File: src/rtl/timestamp_decoder.sv
// Reassembles 64-bit timestamps from the three-word FIFO stream of the capture block.
// Checks identifier and word order, and hands events over on a valid/ready port.
module timestamp_decoder #(
    parameter logic [3:0] IDENTIFIER    = 4'b0101,
    parameter int         ERR_CNT_WIDTH = 8,
    parameter int         EVT_CNT_WIDTH = 16
) (
    input  logic                     CLK,
    input  logic                     RST_N,
    input  logic                     FIFO_EMPTY,
    input  logic [31:0]              FIFO_DATA,
    output logic                     FIFO_READ,
    output logic [63:0]              TS_DATA,
    output logic                     TS_VALID,
    input  logic                     TS_READY,
    input  logic                     CLR,
    output logic [ERR_CNT_WIDTH-1:0] ERR_CNT,
    output logic [EVT_CNT_WIDTH-1:0] EVT_CNT
);

    typedef enum logic [1:0] {
        EXP0,
        EXP1,
        EXP2,
        OUT
    } state_t;

    state_t                   state_q, state_d;
    logic [63:0]              ts_q, ts_d;
    logic [ERR_CNT_WIDTH-1:0] err_q, err_d;
    logic [EVT_CNT_WIDTH-1:0] evt_q, evt_d;
    logic                     err_inc;
    logic                     evt_inc;
    logic                     id_ok;
    logic [3:0]               idx;
    logic [23:0]              pl;

    assign id_ok     = (FIFO_DATA[31:28] == IDENTIFIER);
    assign idx       = FIFO_DATA[27:24];
    assign pl        = FIFO_DATA[23:0];
    assign FIFO_READ = !FIFO_EMPTY && (state_q != OUT);
    assign TS_VALID  = (state_q == OUT);
    assign TS_DATA   = ts_q;
    assign ERR_CNT   = err_q;
    assign EVT_CNT   = evt_q;

    always_comb begin
        state_d = state_q;
        ts_d    = ts_q;
        err_inc = 1'b0;
        evt_inc = 1'b0;
        unique case (state_q)
            EXP0: begin
                if (FIFO_READ) begin
                    if (id_ok && idx == 4'd0) begin
                        ts_d[23:0] = pl;
                        state_d    = EXP1;
                    end else begin
                        err_inc = 1'b1;
                    end
                end
            end
            EXP1: begin
                if (FIFO_READ) begin
                    if (id_ok && idx == 4'd1) begin
                        ts_d[47:24] = pl;
                        state_d     = EXP2;
                    end else if (id_ok && idx == 4'd0) begin
                        err_inc    = 1'b1;
                        ts_d[23:0] = pl;
                        state_d    = EXP1;
                    end else begin
                        err_inc = 1'b1;
                        state_d = EXP0;
                    end
                end
            end
            EXP2: begin
                if (FIFO_READ) begin
                    if (id_ok && idx == 4'd2) begin
                        ts_d[63:48] = pl[15:0];
                        state_d     = OUT;
                    end else if (id_ok && idx == 4'd0) begin
                        // A fresh word 0 restarts the event rather than dropping it
                        err_inc    = 1'b1;
                        ts_d[23:0] = pl;
                        state_d    = EXP1;
                    end else begin
                        err_inc = 1'b1;
                        state_d = EXP0;
                    end
                end
            end
            OUT: begin
                if (TS_READY) begin
                    evt_inc = 1'b1;
                    state_d = EXP0;
                end
            end
            default: state_d = EXP0;
        endcase
    end

    always_comb begin
        err_d = err_q;
        evt_d = evt_q;
        if (CLR) begin
            err_d = '0;
            evt_d = '0;
        end else begin
            if (err_inc && err_q != '1) err_d = err_q + 1'b1;
            if (evt_inc) evt_d = evt_q + 1'b1;
        end
    end

    always_ff @(posedge CLK or negedge RST_N) begin
        if (!RST_N) begin
            state_q <= EXP0;
            ts_q    <= '0;
            err_q   <= '0;
            evt_q   <= '0;
        end else begin
            state_q <= state_d;
            ts_q    <= ts_d;
            err_q   <= err_d;
            evt_q   <= evt_d;
        end
    end

endmodule

File: config.mk
export PLATFORM = sky130hd
export DESIGN_NAME = timestamp_decoder
export DESIGN_NICKNAME = d
export VERILOG_FILES = /design/src/rtl/timestamp_decoder.sv
export SDC_FILE = /design/constraint.sdc
export NUM_CORES = 1
export LEC_CHECK = 0
export CORE_MARGIN = 5
export CORE_UTILIZATION = 47
export DETAILED_ROUTE_END_ITERATION = 8
export GPL_TIMING_DRIVEN = 0
export HOLD_SLACK_MARGIN = 0.03
export MAX_ROUTING_LAYER = met4
export PLACE_DENSITY = 0.84
export SETUP_SLACK_MARGIN = 0.4
export SYNTH_ARGS = -nofsm -noshare
export SYNTH_HDL_FRONTEND = slang
export SYNTH_SLANG_ARGS = --single-unit
export TNS_END_PERCENT = 1
File: constraint.sdc
create_clock -name CLK -period 2.7 [get_ports CLK]
set_input_delay 0.27 -clock CLK [delete_from_list [all_inputs] [get_ports CLK]]
set_output_delay 0.27 -clock CLK [all_outputs]
set_load 0.005 [all_outputs]
==> flow_summary.ini <==
[synthesis]
synth_top_area_frac = 0.553
synth_top_cell_by_area = dfrtp_1
ys.flop_type = dfrtp_1
synth_xor_area_frac = 0.0172
synth-simple-area-share = 0.120
synth_fa_ha_area_frac = 0.0215
syn_nets = 347
syn_inst = 303
yosysMostFrequentCell = dfrtp_1
synth_warnings = 0
avgSynthCellArea_sq_um = 13.4
synth-seq-cells = 90
synth_compound_area_frac = 0.0455
synthTopCellsByCount = dfrtp_1, mux2_2, mux2_4
synth_edf_count = 0
seq_area_frac_synth = 0.553
synth_mux_area_frac = 0.214
synth.cell_area_sq_um = 4070
async_flop_share = 1.00
synthTopCellsByArea = dfrtp_1, mux2_2, mux2_4
synth_top_family_by_area = multiplexers
ys_types = 47

[timing]
clock_skew_ps = 12.7
relSlewSlack = 0.594
finalSetupTns_ps = 0
finalSetupViolations = 0
post-route-period-util = 0.855
min_period_ps = 2310
rsz0062_at_grt = true
finalHoldViolCount = 0
slew_viol_final = 0
timing.fmax_mhz = 433
tightestPinTransition_ps = 606

[route]
vias_per_cell = 5.32
drtIter0Drc = 84
ant_nets = 0
vias = 2952
routed-wl-met3_um = 337
drt-total-wl_um = 9940
drc = 0
dr.pass1.iters = 4
detail_route.wl_per_cell_um = 17.9
routed.top_layer = met4
wl_met1_um = 4030
dr_wl_met2_um = 5310

[final_layout]
drive_gt1_frac = 0.237
antenna_cells = 0
area_growth_pct = 40.5
nets = 486
fin_cells = 555

[min_path]
hold_depth = 3
min_to = state_q[0]$_DFFE_PN0P_
hold_start = FIFO_DATA[24]
hp-class = in2reg

[setup_path]
crit_required_ps = 2940
crit_arrival_ps = 2540
crit_path_end_kind = flip-flop
crit_chain = inv_1, ha_1, o31a_1, nor3_2, buf_4, mux2_2
crit_path_top_delay_cell = nor3_2
path_depth = 6
critPathMaxFanout = 10
crit_family = simple AND/OR/NAND/NOR gates
rr_endpoint = TS_DATA[12]$_DFFE_PN0P_
r2r_cells = 6
cp-start-kind = flip-flop
rr_startpoint = state_q[1]$_DFFE_PN0P_
reg2reg_slack_ps = 390
path_class = reg2reg
cp.buffers_inverters = 2
critPathMaxStageDelay_ps = 470

[global_route]
grt_pass1_vias = 3049
grt_pass1_wl_um = 15600
overflow = 0
antenna_found_initial = 0
grt_usage = 0.197
grt_max_degree = 47

[clock_network]
cts_buffers = 9
clockBufferDepth = 2
clk_latency_ps = 350
clk_pin_slew_ps = 90
cts.htree.levels = 3
root_buffer = clkbuf_8
cts_sinks = 90
cts_tree = yes

[die]
start_util = 0.474
dieArea_sq_um = 10600
std_cell_rows = 34
die_w_um = 103
pin_count = 127
die_h_um = 103
core_region_area_sq_um = 8590

[power]
ir_drop_uv = 337
p_leak_uw = 0.00260
power_density_nw_per_um2 = 496

[job]
max_cap_violations = 0

[placed_design]
gp_congestion = 0.820
dp_hpwl_um = 7530
port_buffers = 125
dp.cells = 537

[status]
outcome = completed
[per-stage QoR]
step / setup slack (ps) / hold WS [ps] / cell area, sq um / power, uW / utilization
after floorplan: 552 / -25.6 / 4070 / 1670 / -
after global placement: -1890 / 488 / 5460 / 1900 / 0.635
after detailed placement: 60.6 / 310 / 5480 / 1930 / 0.638
after CTS: 334 / 252 / 5710 / 2860 / 0.664
after global routing: 313 / 287 / 5720 / 2960 / 0.666
final: 391 / 272 / 5720 / 2840 / 0.666
[kinds of logic after synthesis]
kind of cell	Yosys count
flip-flops	90
AND/OR/NAND/NOR	79
buffers and inverters	20
adder cells (fa/ha/maj)	7
XOR/XNOR	8
AO/OA/AOI/OAI	28
multiplexers	71
[worst reg2reg max path, stage by stage (launching register included)]
cell and delay (ps):
dfrtp_1 410, inv_1 90, ha_1 260, o31a_1 310, nor3_2 470, buf_4 310
mux2_2 360
[timing repair]
item	CTS	global route
endpoints found under the hold margin	44	0
hold buffers	1	0
pin swaps	1	0
buffers inserted	1	0
resized for setup	0	5
endpoints found under the setup margin	57	56
[worst max-delay path by stage]
| stage | from | endpoint | slack, ps |
|---|---|---|---|
| after CTS | state_q[0]$_DFFE_PN0P_ | TS_DATA[12]$_DFFE_PN0P_ | 330 |
| after detailed placement | FIFO_DATA[29] | TS_DATA[59]$_DFFE_PN0P_ | 60 |
| after global routing | state_q[0]$_DFFE_PN0P_ | ERR_CNT[7]$_DFFE_PN0P_ | 310 |
| final | state_q[1]$_DFFE_PN0P_ | TS_DATA[12]$_DFFE_PN0P_ | 390 |
| after floorplan | state_q[0]$_DFFE_PN0P_ | TS_DATA[53]$_DFFE_PN0P_ | 550 |
| after global placement | RST_N | TS_DATA[13]$_DFFE_PN0P_ | -1890 |
[power by group]
part	switching, uW	total (uW)	internal [uW]
Combinational	192	451	259
Sequential	43.1	1450	1410
Clock	495	935	440
[layout by cell type, fill, tap and decap left out, types with 7 or more instances in the layout]
cell type	Yosys	final
a21oi_1	11	11
clkbuf_8	0	9
clkdlybuf4s50_1	0	124
dfrtp_1	90	90
mux2_2	48	48
mux2_4	20	20
nand2_1	9	9
nand3_1	12	12
nor2_1	14	14
o31ai_1	7	7
or4_1	7	7
xor2_1	7	7
[area by class of cell]
cell class	count	area [sq um]
tap	108	135
fill	616	2870
sequential	90	2250
buffer	13	93.8
inverter	7	26.3
clock inverter	6	76.3
multi-input combinational	193	1720
timing repair buffer	128	1290
clock buffer	10	128
[registers in the layout (all words and copies together), names as in the netlist]
name     flops
EVT_CNT     16
ERR_CNT      8
state_q      2
TS_DATA     64
[per-layer routing]
metal,vias to the layer above,track usage
met3,18,0.0223
li1,1373,-
met2,77,0.329
met5,-,-
met4,0,0.0817
met1,1484,0.245
Note: power is estimated with default switching activity, not from simulation.
